<file path="src/rtl/cdb_arbiter_pkg.sv">
// Shared widths, null tag and source encoding for the CDB arbiter slice.
package cdb_arbiter_pkg;

  localparam int WORD_W = 32;
  localparam int TAG_W  = 5;
  localparam logic [TAG_W-1:0] NULL_TAG = '0;

  typedef enum logic {
    SRC_ALU = 1'b0,
    SRC_LSB = 1'b1
  } src_e;

  function automatic src_e other_src(input src_e s);
    return (s == SRC_ALU) ? SRC_LSB : SRC_ALU;
  endfunction

endpackage

</file>
<file path="src/rtl/cdb_arbiter_if.sv">
// Source handshakes, rollback and CDB broadcast bundle; master drives sources, slave is the arbiter.
interface cdb_arbiter_if #(
  parameter int WORD_W = cdb_arbiter_pkg::WORD_W,
  parameter int TAG_W  = cdb_arbiter_pkg::TAG_W
);

  logic              rob_rollback_in;
  logic              alu_valid_in;
  logic [WORD_W-1:0] alu_result_in;
  logic [TAG_W-1:0]  alu_tag_in;
  logic              alu_ready_out;
  logic              lsb_valid_in;
  logic [WORD_W-1:0] lsb_result_in;
  logic [TAG_W-1:0]  lsb_tag_in;
  logic              lsb_ready_out;
  logic              cdb_valid_out;
  logic [WORD_W-1:0] cdb_result_out;
  logic [TAG_W-1:0]  cdb_tag_out;

  modport master (
    output rob_rollback_in,
    output alu_valid_in, alu_result_in, alu_tag_in,
    output lsb_valid_in, lsb_result_in, lsb_tag_in,
    input  alu_ready_out, lsb_ready_out,
    input  cdb_valid_out, cdb_result_out, cdb_tag_out
  );

  modport slave (
    input  rob_rollback_in,
    input  alu_valid_in, alu_result_in, alu_tag_in,
    input  lsb_valid_in, lsb_result_in, lsb_tag_in,
    output alu_ready_out, lsb_ready_out,
    output cdb_valid_out, cdb_result_out, cdb_tag_out
  );

endinterface

</file>
<file path="src/rtl/cdb_fifo.sv">
// Per-source result queue: power-of-two DEPTH ring buffer with flush, count, full and empty.
module cdb_fifo #(
  parameter int WIDTH = 37,
  parameter int DEPTH = 2
) (
  input  logic                   clk,
  input  logic                   rst,
  input  logic                   flush,
  input  logic                   push,
  input  logic [WIDTH-1:0]       push_data,
  input  logic                   pop,
  output logic [WIDTH-1:0]       head_data,
  output logic [$clog2(DEPTH):0] count,
  output logic                   full,
  output logic                   empty
);

  localparam int PTR_W = $clog2(DEPTH);
  localparam logic [PTR_W:0] FULL_CNT = (PTR_W+1)'(DEPTH);

  logic [WIDTH-1:0] mem [DEPTH];
  logic [PTR_W-1:0] wr_ptr;
  logic [PTR_W-1:0] rd_ptr;
  logic             do_push;
  logic             do_pop;

  assign full      = (count == FULL_CNT);
  assign empty     = (count == '0);
  assign head_data = mem[rd_ptr];
  assign do_push   = push & ~full & ~flush;
  assign do_pop    = pop & ~empty & ~flush;

  // Pointers wrap naturally because DEPTH is a power of two.
  always_ff @(posedge clk or negedge rst) begin
    if (!rst) begin
      wr_ptr <= '0;
      rd_ptr <= '0;
      count  <= '0;
    end else if (flush) begin
      wr_ptr <= '0;
      rd_ptr <= '0;
      count  <= '0;
    end else begin
      if (do_push) wr_ptr <= wr_ptr + 1'b1;
      if (do_pop)  rd_ptr <= rd_ptr + 1'b1;
      case ({do_push, do_pop})
        2'b10:   count <= count + 1'b1;
        2'b01:   count <= count - 1'b1;
        default: count <= count;
      endcase
    end
  end

  always_ff @(posedge clk) begin
    if (do_push) mem[wr_ptr] <= push_data;
  end

endmodule

</file>
<file path="src/rtl/cdb_arbiter.sv">
// Round-robin arbiter merging ALU and LSB result queues onto one registered CDB.
// Optional CDB_BYPASS_EN lets an empty, granted source's input go straight to the CDB.
module cdb_arbiter
  import cdb_arbiter_pkg::*;
#(
  parameter int WORD_W = cdb_arbiter_pkg::WORD_W,
  parameter int TAG_W  = cdb_arbiter_pkg::TAG_W,
  parameter int DEPTH  = 2
) (
  input logic          clk,
  input logic          rst,
  cdb_arbiter_if.slave bus
);

  localparam int ENTRY_W = WORD_W + TAG_W;
  localparam int CNT_W   = $clog2(DEPTH) + 1;
  localparam logic [CNT_W-1:0] DEPTH_CNT = CNT_W'(DEPTH);

  logic               alu_push, alu_pop, alu_full, alu_empty;
  logic               lsb_push, lsb_pop, lsb_full, lsb_empty;
  logic [ENTRY_W-1:0] alu_head, lsb_head;
  logic [CNT_W-1:0]   alu_count, lsb_count;
  logic               alu_cand, lsb_cand;
  logic               alu_bypass, lsb_bypass;
  logic               grant_valid;
  src_e               grant_src;
  src_e               last_grant;
  logic [ENTRY_W-1:0] grant_data;

  cdb_fifo #(.WIDTH(ENTRY_W), .DEPTH(DEPTH)) u_alu_fifo (
    .clk       (clk),
    .rst       (rst),
    .flush     (bus.rob_rollback_in),
    .push      (alu_push),
    .push_data ({bus.alu_result_in, bus.alu_tag_in}),
    .pop       (alu_pop),
    .head_data (alu_head),
    .count     (alu_count),
    .full      (alu_full),
    .empty     (alu_empty)
  );

  cdb_fifo #(.WIDTH(ENTRY_W), .DEPTH(DEPTH)) u_lsb_fifo (
    .clk       (clk),
    .rst       (rst),
    .flush     (bus.rob_rollback_in),
    .push      (lsb_push),
    .push_data ({bus.lsb_result_in, bus.lsb_tag_in}),
    .pop       (lsb_pop),
    .head_data (lsb_head),
    .count     (lsb_count),
    .full      (lsb_full),
    .empty     (lsb_empty)
  );

  assign bus.alu_ready_out = (alu_count < DEPTH_CNT);
  assign bus.lsb_ready_out = (lsb_count < DEPTH_CNT);

  // With bypass, a valid input into an empty queue competes as if it were already queued.
  always_comb begin
    alu_cand   = ~alu_empty;
    lsb_cand   = ~lsb_empty;
`ifdef CDB_BYPASS_EN
    alu_cand   = ~alu_empty | bus.alu_valid_in;
    lsb_cand   = ~lsb_empty | bus.lsb_valid_in;
`endif
    grant_valid = (alu_cand | lsb_cand) & ~bus.rob_rollback_in;
    grant_src   = SRC_ALU;
    if (alu_cand && lsb_cand) grant_src = other_src(last_grant);
    else if (lsb_cand)        grant_src = SRC_LSB;

    alu_bypass = 1'b0;
    lsb_bypass = 1'b0;
`ifdef CDB_BYPASS_EN
    alu_bypass = grant_valid & (grant_src == SRC_ALU) & alu_empty;
    lsb_bypass = grant_valid & (grant_src == SRC_LSB) & lsb_empty;
`endif
    alu_pop  = grant_valid & (grant_src == SRC_ALU) & ~alu_empty;
    lsb_pop  = grant_valid & (grant_src == SRC_LSB) & ~lsb_empty;
    alu_push = bus.alu_valid_in & ~alu_full & ~bus.rob_rollback_in & ~alu_bypass;
    lsb_push = bus.lsb_valid_in & ~lsb_full & ~bus.rob_rollback_in & ~lsb_bypass;

    if (grant_src == SRC_ALU)
      grant_data = alu_bypass ? {bus.alu_result_in, bus.alu_tag_in} : alu_head;
    else
      grant_data = lsb_bypass ? {bus.lsb_result_in, bus.lsb_tag_in} : lsb_head;
  end

  // The pointer only moves on contested grants; reset leaves it favouring the ALU.
  always_ff @(posedge clk or negedge rst) begin
    if (!rst) begin
      last_grant <= SRC_LSB;
    end else if (grant_valid && alu_cand && lsb_cand) begin
      last_grant <= grant_src;
    end
  end

  always_ff @(posedge clk or negedge rst) begin
    if (!rst) begin
      bus.cdb_valid_out  <= 1'b0;
      bus.cdb_result_out <= '0;
      bus.cdb_tag_out    <= TAG_W'(NULL_TAG);
    end else begin
      bus.cdb_valid_out <= grant_valid;
      if (grant_valid) begin
        {bus.cdb_result_out, bus.cdb_tag_out} <= grant_data;
      end
    end
  end

endmodule

</file>
<file path="src/flat_wrapper.sv">
// flat-port wrapper written by rule: the top's interface ports become plain ports
module cdb_arbiter_flat import cdb_arbiter_pkg::*;
#(
  parameter int WORD_W = cdb_arbiter_pkg::WORD_W,
  parameter int TAG_W  = cdb_arbiter_pkg::TAG_W,
  parameter int DEPTH  = 2
)
  (clk, rst, bus_rob_rollback_in, bus_alu_valid_in, bus_alu_result_in, bus_alu_tag_in, bus_lsb_valid_in, bus_lsb_result_in, bus_lsb_tag_in, bus_alu_ready_out, bus_lsb_ready_out, bus_cdb_valid_out, bus_cdb_result_out, bus_cdb_tag_out);
  cdb_arbiter_if #(.WORD_W(WORD_W), .TAG_W(TAG_W)) bus_i ();
  input logic clk;
  input logic rst;
  input wire logic [$bits(bus_i.rob_rollback_in)-1:0] bus_rob_rollback_in;
  input wire logic [$bits(bus_i.alu_valid_in)-1:0] bus_alu_valid_in;
  input wire logic [$bits(bus_i.alu_result_in)-1:0] bus_alu_result_in;
  input wire logic [$bits(bus_i.alu_tag_in)-1:0] bus_alu_tag_in;
  input wire logic [$bits(bus_i.lsb_valid_in)-1:0] bus_lsb_valid_in;
  input wire logic [$bits(bus_i.lsb_result_in)-1:0] bus_lsb_result_in;
  input wire logic [$bits(bus_i.lsb_tag_in)-1:0] bus_lsb_tag_in;
  output wire logic [$bits(bus_i.alu_ready_out)-1:0] bus_alu_ready_out;
  output wire logic [$bits(bus_i.lsb_ready_out)-1:0] bus_lsb_ready_out;
  output wire logic [$bits(bus_i.cdb_valid_out)-1:0] bus_cdb_valid_out;
  output wire logic [$bits(bus_i.cdb_result_out)-1:0] bus_cdb_result_out;
  output wire logic [$bits(bus_i.cdb_tag_out)-1:0] bus_cdb_tag_out;
  assign bus_i.rob_rollback_in = bus_rob_rollback_in;
  assign bus_i.alu_valid_in = bus_alu_valid_in;
  assign bus_i.alu_result_in = bus_alu_result_in;
  assign bus_i.alu_tag_in = bus_alu_tag_in;
  assign bus_i.lsb_valid_in = bus_lsb_valid_in;
  assign bus_i.lsb_result_in = bus_lsb_result_in;
  assign bus_i.lsb_tag_in = bus_lsb_tag_in;
  assign bus_alu_ready_out = bus_i.alu_ready_out;
  assign bus_lsb_ready_out = bus_i.lsb_ready_out;
  assign bus_cdb_valid_out = bus_i.cdb_valid_out;
  assign bus_cdb_result_out = bus_i.cdb_result_out;
  assign bus_cdb_tag_out = bus_i.cdb_tag_out;
  cdb_arbiter #(.WORD_W(WORD_W), .TAG_W(TAG_W), .DEPTH(DEPTH)) u_core (.clk(clk), .rst(rst), .bus(bus_i));
endmodule
</file>
<file path="config.mk">
export PLATFORM = sky130hd
export DESIGN_NAME = cdb_arbiter_flat
export DESIGN_NICKNAME = d
export VERILOG_FILES = /design/src/rtl/cdb_arbiter_pkg.sv /design/src/rtl/cdb_arbiter_if.sv /design/src/rtl/cdb_fifo.sv /design/src/rtl/cdb_arbiter.sv /design/src/flat_wrapper.sv
export SDC_FILE = /design/constraint.sdc
export NUM_CORES = 1
export LEC_CHECK = 0
export ABC_AREA = 0
export BUFFER_PORTS_ARGS = -buffer_cell sky130_fd_sc_hd__buf_2
export CORE_ASPECT_RATIO = 0.75
export CORE_MARGIN = 3
export CORE_UTILIZATION = 45
export DETAILED_ROUTE_END_ITERATION = 8
export PLACE_DENSITY = 0.68
export SLEW_MARGIN = 20
export SYNTH_ARGS = -nofsm -noshare
export SYNTH_HDL_FRONTEND = slang
export SYNTH_SLANG_ARGS = --single-unit
</file>
<file path="constraint.sdc">
create_clock -name clk -period 8.62 [get_ports clk]
set_input_delay 1.724 -clock clk [delete_from_list [all_inputs] [get_ports clk]]
set_output_delay 1.724 -clock clk [all_outputs]
set_load 0.01 [all_outputs]
</file>
# [Yosys cells after proc, flatten, opt, wreduce, memory -nomap -nowiden]
# Memory sizes are Yosys's and may differ from the RTL's.
# Index checks and enable logic that the tools add are counted.
[classes] reduce_logical=11 n_bitwise=24 n_mux=20 n_lt_le_gt_ge=2 eq_ne=6 add_sub_neg=8
[op_table] cell="$mux 37" count=1
[op_table] cell="$and 1x1->1" count=17
[op_table] cell="$mux 1" count=15
[op_table] cell="$eq 2x2->1 const B" count=4
[op_table] cell="$pmux 2 s2" count=2
[op_table] cell="$reduce_bool 2->1" count=4
[op_table] cell="$not 1->1" count=6
[op_table] cell="$reduce_bool 3->1" count=2
[op_table] cell="$add 1x1->1 const B" count=4
[op_table] cell="$add 2x1->2 const B" count=2
[op_table] cell="$eq 2x1->1 const B" count=2
[op_table] cell="$logic_not 2->1" count=2
[op_table] cell="$lt 2x2->1 const B" count=2
[op_table] cell="$mux 2" count=2
[op_table] cell="$sub 2x1->2 const B" count=2
[op_table] cell="$logic_and 1x1->1" count=3
[op_table] cell="$or 1x1->1" count=1
[word_totals] mem_bits_rw=148 regBits=47 memories=2 input_bits=79 word_cells=83
[memory_table] memory="u_core.u_alu_fifo.mem" depth=2 word_bits=37 rd=1 rd_ports_with_merged_regs=0 write_ports=1 line="cdb_fifo.sv:21" rtl="logic [WIDTH-1:0] mem [DEPTH];"
[memory_table] memory="u_core.u_lsb_fifo.mem" depth=2 word_bits=37 rd=1 rd_ports_with_merged_regs=0 write_ports=1 line="cdb_fifo.sv:21"

# [Logic depth before layout (Yosys ltp)]
[logic_depth] word_depth=12 mapped_depth=6 mapped_depth_nobuf=3

# [By module]
# A second synthesis with hierarchy kept.
[hier_totals] cells_unflattened=504 area_unflattened_um2=7820.0
[by_module_without_submodules] mod="cdb_fifo (u_core.u_alu_fifo)" instances=1 area_per_inst_um2=2896.5 cells_each=141
[by_module_without_submodules] mod="cdb_fifo (u_core.u_lsb_fifo)" instances=1 area_per_inst_um2=2880.3 cells_each=140
[by_module_without_submodules] mod="cdb_arbiter" instances=1 area_per_inst_um2=2043.2 cells_each=223

# [Worst setup path after synthesis]
# No wires, ideal clock.
[synth_timing] path_kind="input to register" start="in bus_rob_rollback_in" end="mem u_core.u_alu_fifo.mem[1][0] (enable)" arrival_time_ns=4.681 required_time_ns=8.135 stages=2 path_slack_ns=3.454 cell_sequence="clkbuf_1 -> nor3b_1"
[synth_via] elab_chain_len=6
[synth_rtl] item="from (decl)" line="flat_wrapper.sv:12" rtl="input wire logic [$bits(bus_i.rob_rollback_in)-1:0] bus_rob_rollback_in;"
[synth_rtl] item="$not 1->1 (*)" line="cdb_fifo.sv:30, cdb_arbiter.sv:80"
[synth_rtl] item="$and 1x1->1" line="cdb_arbiter.sv:80" rtl="alu_push = bus.alu_valid_in & ~alu_full & ~bus.rob_rollback_in & ~alu_bypass;"
[synth_rtl] item="$and 1x1->1" line="cdb_fifo.sv:30" rtl="assign do_push = push & ~full & ~flush;"
[synth_rtl] item="$and 1x1->1 (*)" line="cdb_fifo.sv:30"
[synth_rtl] item="$mux 1 (*)" line="cdb_fifo.sv:55" rtl="if (do_push) mem[wr_ptr] <= push_data;"
[synth_rtl] item="$mux 1 (not written as such) (*)" line="cdb_fifo.sv:55"
[synth_rtl] item="to (decl)" line="cdb_fifo.sv:21"
# Mark *: on every way between the ends. The rest lies on a longest branch, timed or not.

# [Worst setup path in the final report]
[layout_timing] start="reg u_core.u_lsb_fifo.count[1]" end="out bus_lsb_ready_out"
[layout_via] elab_chain_len=1
[layout_rtl] item="from (decl)" line="cdb_fifo.sv:13" rtl="output logic [$clog2(DEPTH):0] count,"
[layout_rtl] item="from (signal assigned)" line="cdb_fifo.sv:47" rtl="2'b10: count <= count + 1'b1;"
[layout_rtl] item="from (signal assigned)" line="cdb_fifo.sv:48" rtl="2'b01: count <= count - 1'b1;"
[layout_rtl] item="from (signal assigned)" line="cdb_fifo.sv:49" rtl="default: count <= count;"
[layout_rtl] item="$lt 2x2->1" line="cdb_arbiter.sv:57" rtl="assign bus.lsb_ready_out = (lsb_count < DEPTH_CNT);"
[layout_rtl] item="to (decl)" line="flat_wrapper.sv:20" rtl="output wire logic [$bits(bus_i.lsb_ready_out)-1:0] bus_lsb_ready_out;"
# No other way between the ends.

==> metrics.txt <==
die width 154 um; largest family of logic cells by synthesized area multiplexers; synthesized instance count 425; HPWL after detailed placement 9330 um; xor and xnor area share after synthesis 0.00118; Critical Path AT 1.24 ns; WL/cell 20.4 um; ranking of synthesized cells by instance count edfxtp_1, dfrtp_1, nor3_1; number of instances resized during post-cts repair 0; Adder-Cell Fraction of Synth Area 0; area share of the largest cell type after synthesis 0.598; clock transition at the register clock pins on the worst setup and hold paths after CTS 0.07 ns; post-route minimum period 2.96 ns; DRC Markers 0; most common cell in the synthesized netlist edfxtp_1; total iterations of the first detailed-routing run 4; max frequency 337 MHz; cell type of the slowest stage on the worst timing path dfrtp_1; number of hold-repair buffers added at the cts stage 0; dominant delay contributor by cell family on the critical path flip-flops; DR vias/cell 5.47; sequential fraction of the synthesis area 0.756; top cells by area, synth edfxtp_1, dfrtp_1, mux2_2; overall global routing resource usage 0.173; critical path depth in cells 2; Setup Fix Bufs, Post-CTS 0; fill cell count 1295; Final Worst Setup Slack 5.66 ns; count of input and output buffers 118; vias in the first global route 4409; number of antenna violations at the first check in global routing 3; Crit. End Element output port; initial drt markers 295; share of synthesized cell area in and, or, nand and nor gates 0.0443; Final Hold Viols 0; Clock Latency Late Sink 0.42 ns; num ports 119; flops & latches, synth 195; diode insertion count for antenna repair 0; post-route worst hold slack 0.510 ns; Post-synth top flop edfxtp_1; period utilization 0.344; sum of negative setup slack 0 ns; source of the worst hold timing path u_core.bus.cdb_result_out[18]$_DFFE_PN0N_; Final Max Tran Viols 0; syn nets 504; layout cells sized above 1 0.370; cells along the critical path inv_1 > buf_2; syn avg cell area 17.5 um^2; Sequential Area 5630 um^2; DRT Wirelength 15500 um; Rel. slew slack 0.300; standby leakage power 0.00324 uW; Power Dens Cells 258 nW/um^2; required arrival time at the worst endpoint 6.90 ns; global placement routability congestion 0.762; worst reg2reg setup slack 6.62 ns; layout overhead on the synthesized area 17.9%; post-synthesis compound-gate area fraction 0.0688; reg-to-reg critical path startpoint u_core.u_lsb_fifo.count[0]$_DFFE_PN0P_; Synth async-reset ratio 0.241; Layout Skew 0.0117 ns; Post-Layout Inst Area 8760 um^2; Syn Std Cell Area 7430 um^2; wire length of the first global-routing pass 24200 um; unrepaired setup endpoints after global routing no; beginning of the critical path u_core.u_lsb_fifo.count[1]$_DFFE_PN0P_; floorplan row count 40; number of enable flip-flop cells after synthesis 148; Unique masters post-synth 32; mux contribution to synthesized area 0.106; initial cell density of the core 0.461; Total Power Consumption 2260 uW; HP Class register to register; Final ANT Viol Nets 0; total vias in the final route 4170; maximum fanout along the worst path 9; Setup crit start kind register; delay contributed by the slowest stage of the critical path 0.56 ns; height of the chip 117 um; H-tree levels 4; final count of negative-setup-slack endpoints 0; grt ovf 0; worst slack, placed 5.25 ns; result of the run complete, no violations; placed standard-cell area 8200 um^2; worst vdd rail ir drop 0.148 mV; clock tree root driver cell clkbuf_16; largest area contributor in the netlist edfxtp_1; Sinks on Clock Net 195; TritonCTS clock tree built; Reg2Reg Depth 3; clock buffers created by TritonCTS 17; Ys Warns 0; maximum number of pins on one net before global-route repair 48; number of nets in the layout 618; placeable core area 16100 um^2; area occupied by multi-input gates 1670 um^2; slew at the pin closest to its max-slew limit 1.05 ns; Buf+Inv Stages, Crit Path 2; count of max-cap constraint violations 0; crit path kind register to output port; maximum count of clock buffers along a single path 2; number of cells on the worst hold path 1; overall die area 18100 um^2
[power by group]
group          total (uW)  internal (uW)  switching (uW)
registers            1190           1110            80.0
logic                 328            161             168
clock network         740            386             353
[flip-flops by register name (all words and copies together), names as in the netlist]
signal and cells:
u_core.bus.cdb_result_out 32, u_core.u_lsb_fifo.count 2, u_core.u_lsb_fifo.rd_ptr 1, u_core.u_lsb_fifo.mem 74, u_core.u_alu_fifo.wr_ptr 1, u_core.last_grant 1, u_core.u_alu_fifo.rd_ptr 1, u_core.u_alu_fifo.mem 74
u_core.u_lsb_fifo.wr_ptr 1, u_core.bus.cdb_valid_out 1, u_core.u_alu_fifo.count 2, u_core.bus.cdb_tag_out 5
[worst register-to-register path: stages (launching register included)]
cell	delay (ns)
dfrtp_1	0.51
o21ba_2	0.32
nor2_4	0.82
a221o_1	0.29
[layout by cell type, fill, tap and decap left out, types with 3 or more instances in the layout]
master,synthesis,layout
buf_4,2,5
or3_1,4,4
dfrtp_1,46,44
nand3_1,3,3
inv_6,0,5
a31oi_1,3,3
a221o_1,37,37
nor2_1,3,3
edfxtp_1,148,148
clkbuf_16,0,17
inv_1,5,5
o21ai_0,7,7
mux2_2,37,37
a21oi_1,5,5
buf_2,17,118
nor3_1,39,37
nand2_1,4,4
mux2i_1,37,37
clkinv_4,0,3
[cell type report]
class                      instances  share of cell area
sequential                       195               0.642
multi-input combinational        197               0.191
timing repair buffer             123              0.0717
clock buffer                      18              0.0501
tap                              210              0.0300
clock inverter                    14              0.0134
inverter                           5             0.00214
[stage by stage]
step,std cells,utilization
floorplan,425,-
detailed placement,730,0.509
finish,762,0.544
CTS,762,0.544
global placement,730,0.509
global route,762,0.544
[path summary, 6_finish.rpt]
check / to
setup / recovery: bus_lsb_ready_out
hold / removal: u_core.bus.cdb_result_out[18]$_DFFE_PN0N_
setup reg to reg: u_core.bus.cdb_result_out[2]$_DFFE_PN0N_
hold reg to reg: u_core.bus.cdb_result_out[18]$_DFFE_PN0N_
max in group asynchronous: u_core.u_lsb_fifo.rd_ptr$_DFFE_PN0P_
min in group asynchronous: u_core.bus.cdb_valid_out$_DFF_PN0_
[layer usage]
layer,GRT usage,wire length (um),up-vias
met5,0,34,-
met4,0.0463,106,6
met3,0.0513,1050,15
met2,0.260,7010,147
met1,0.250,7330,2087
li1,-,-,1915
[kinds of logic after synthesis]
logic type,after synthesis
AOI/OAI and AO/OA,60
xor gates and xnor gates,1
buffers and inverters,33
DFF,195
muxes,74
and+or+nand+nor,62
(Power assumes the default switching activity.)
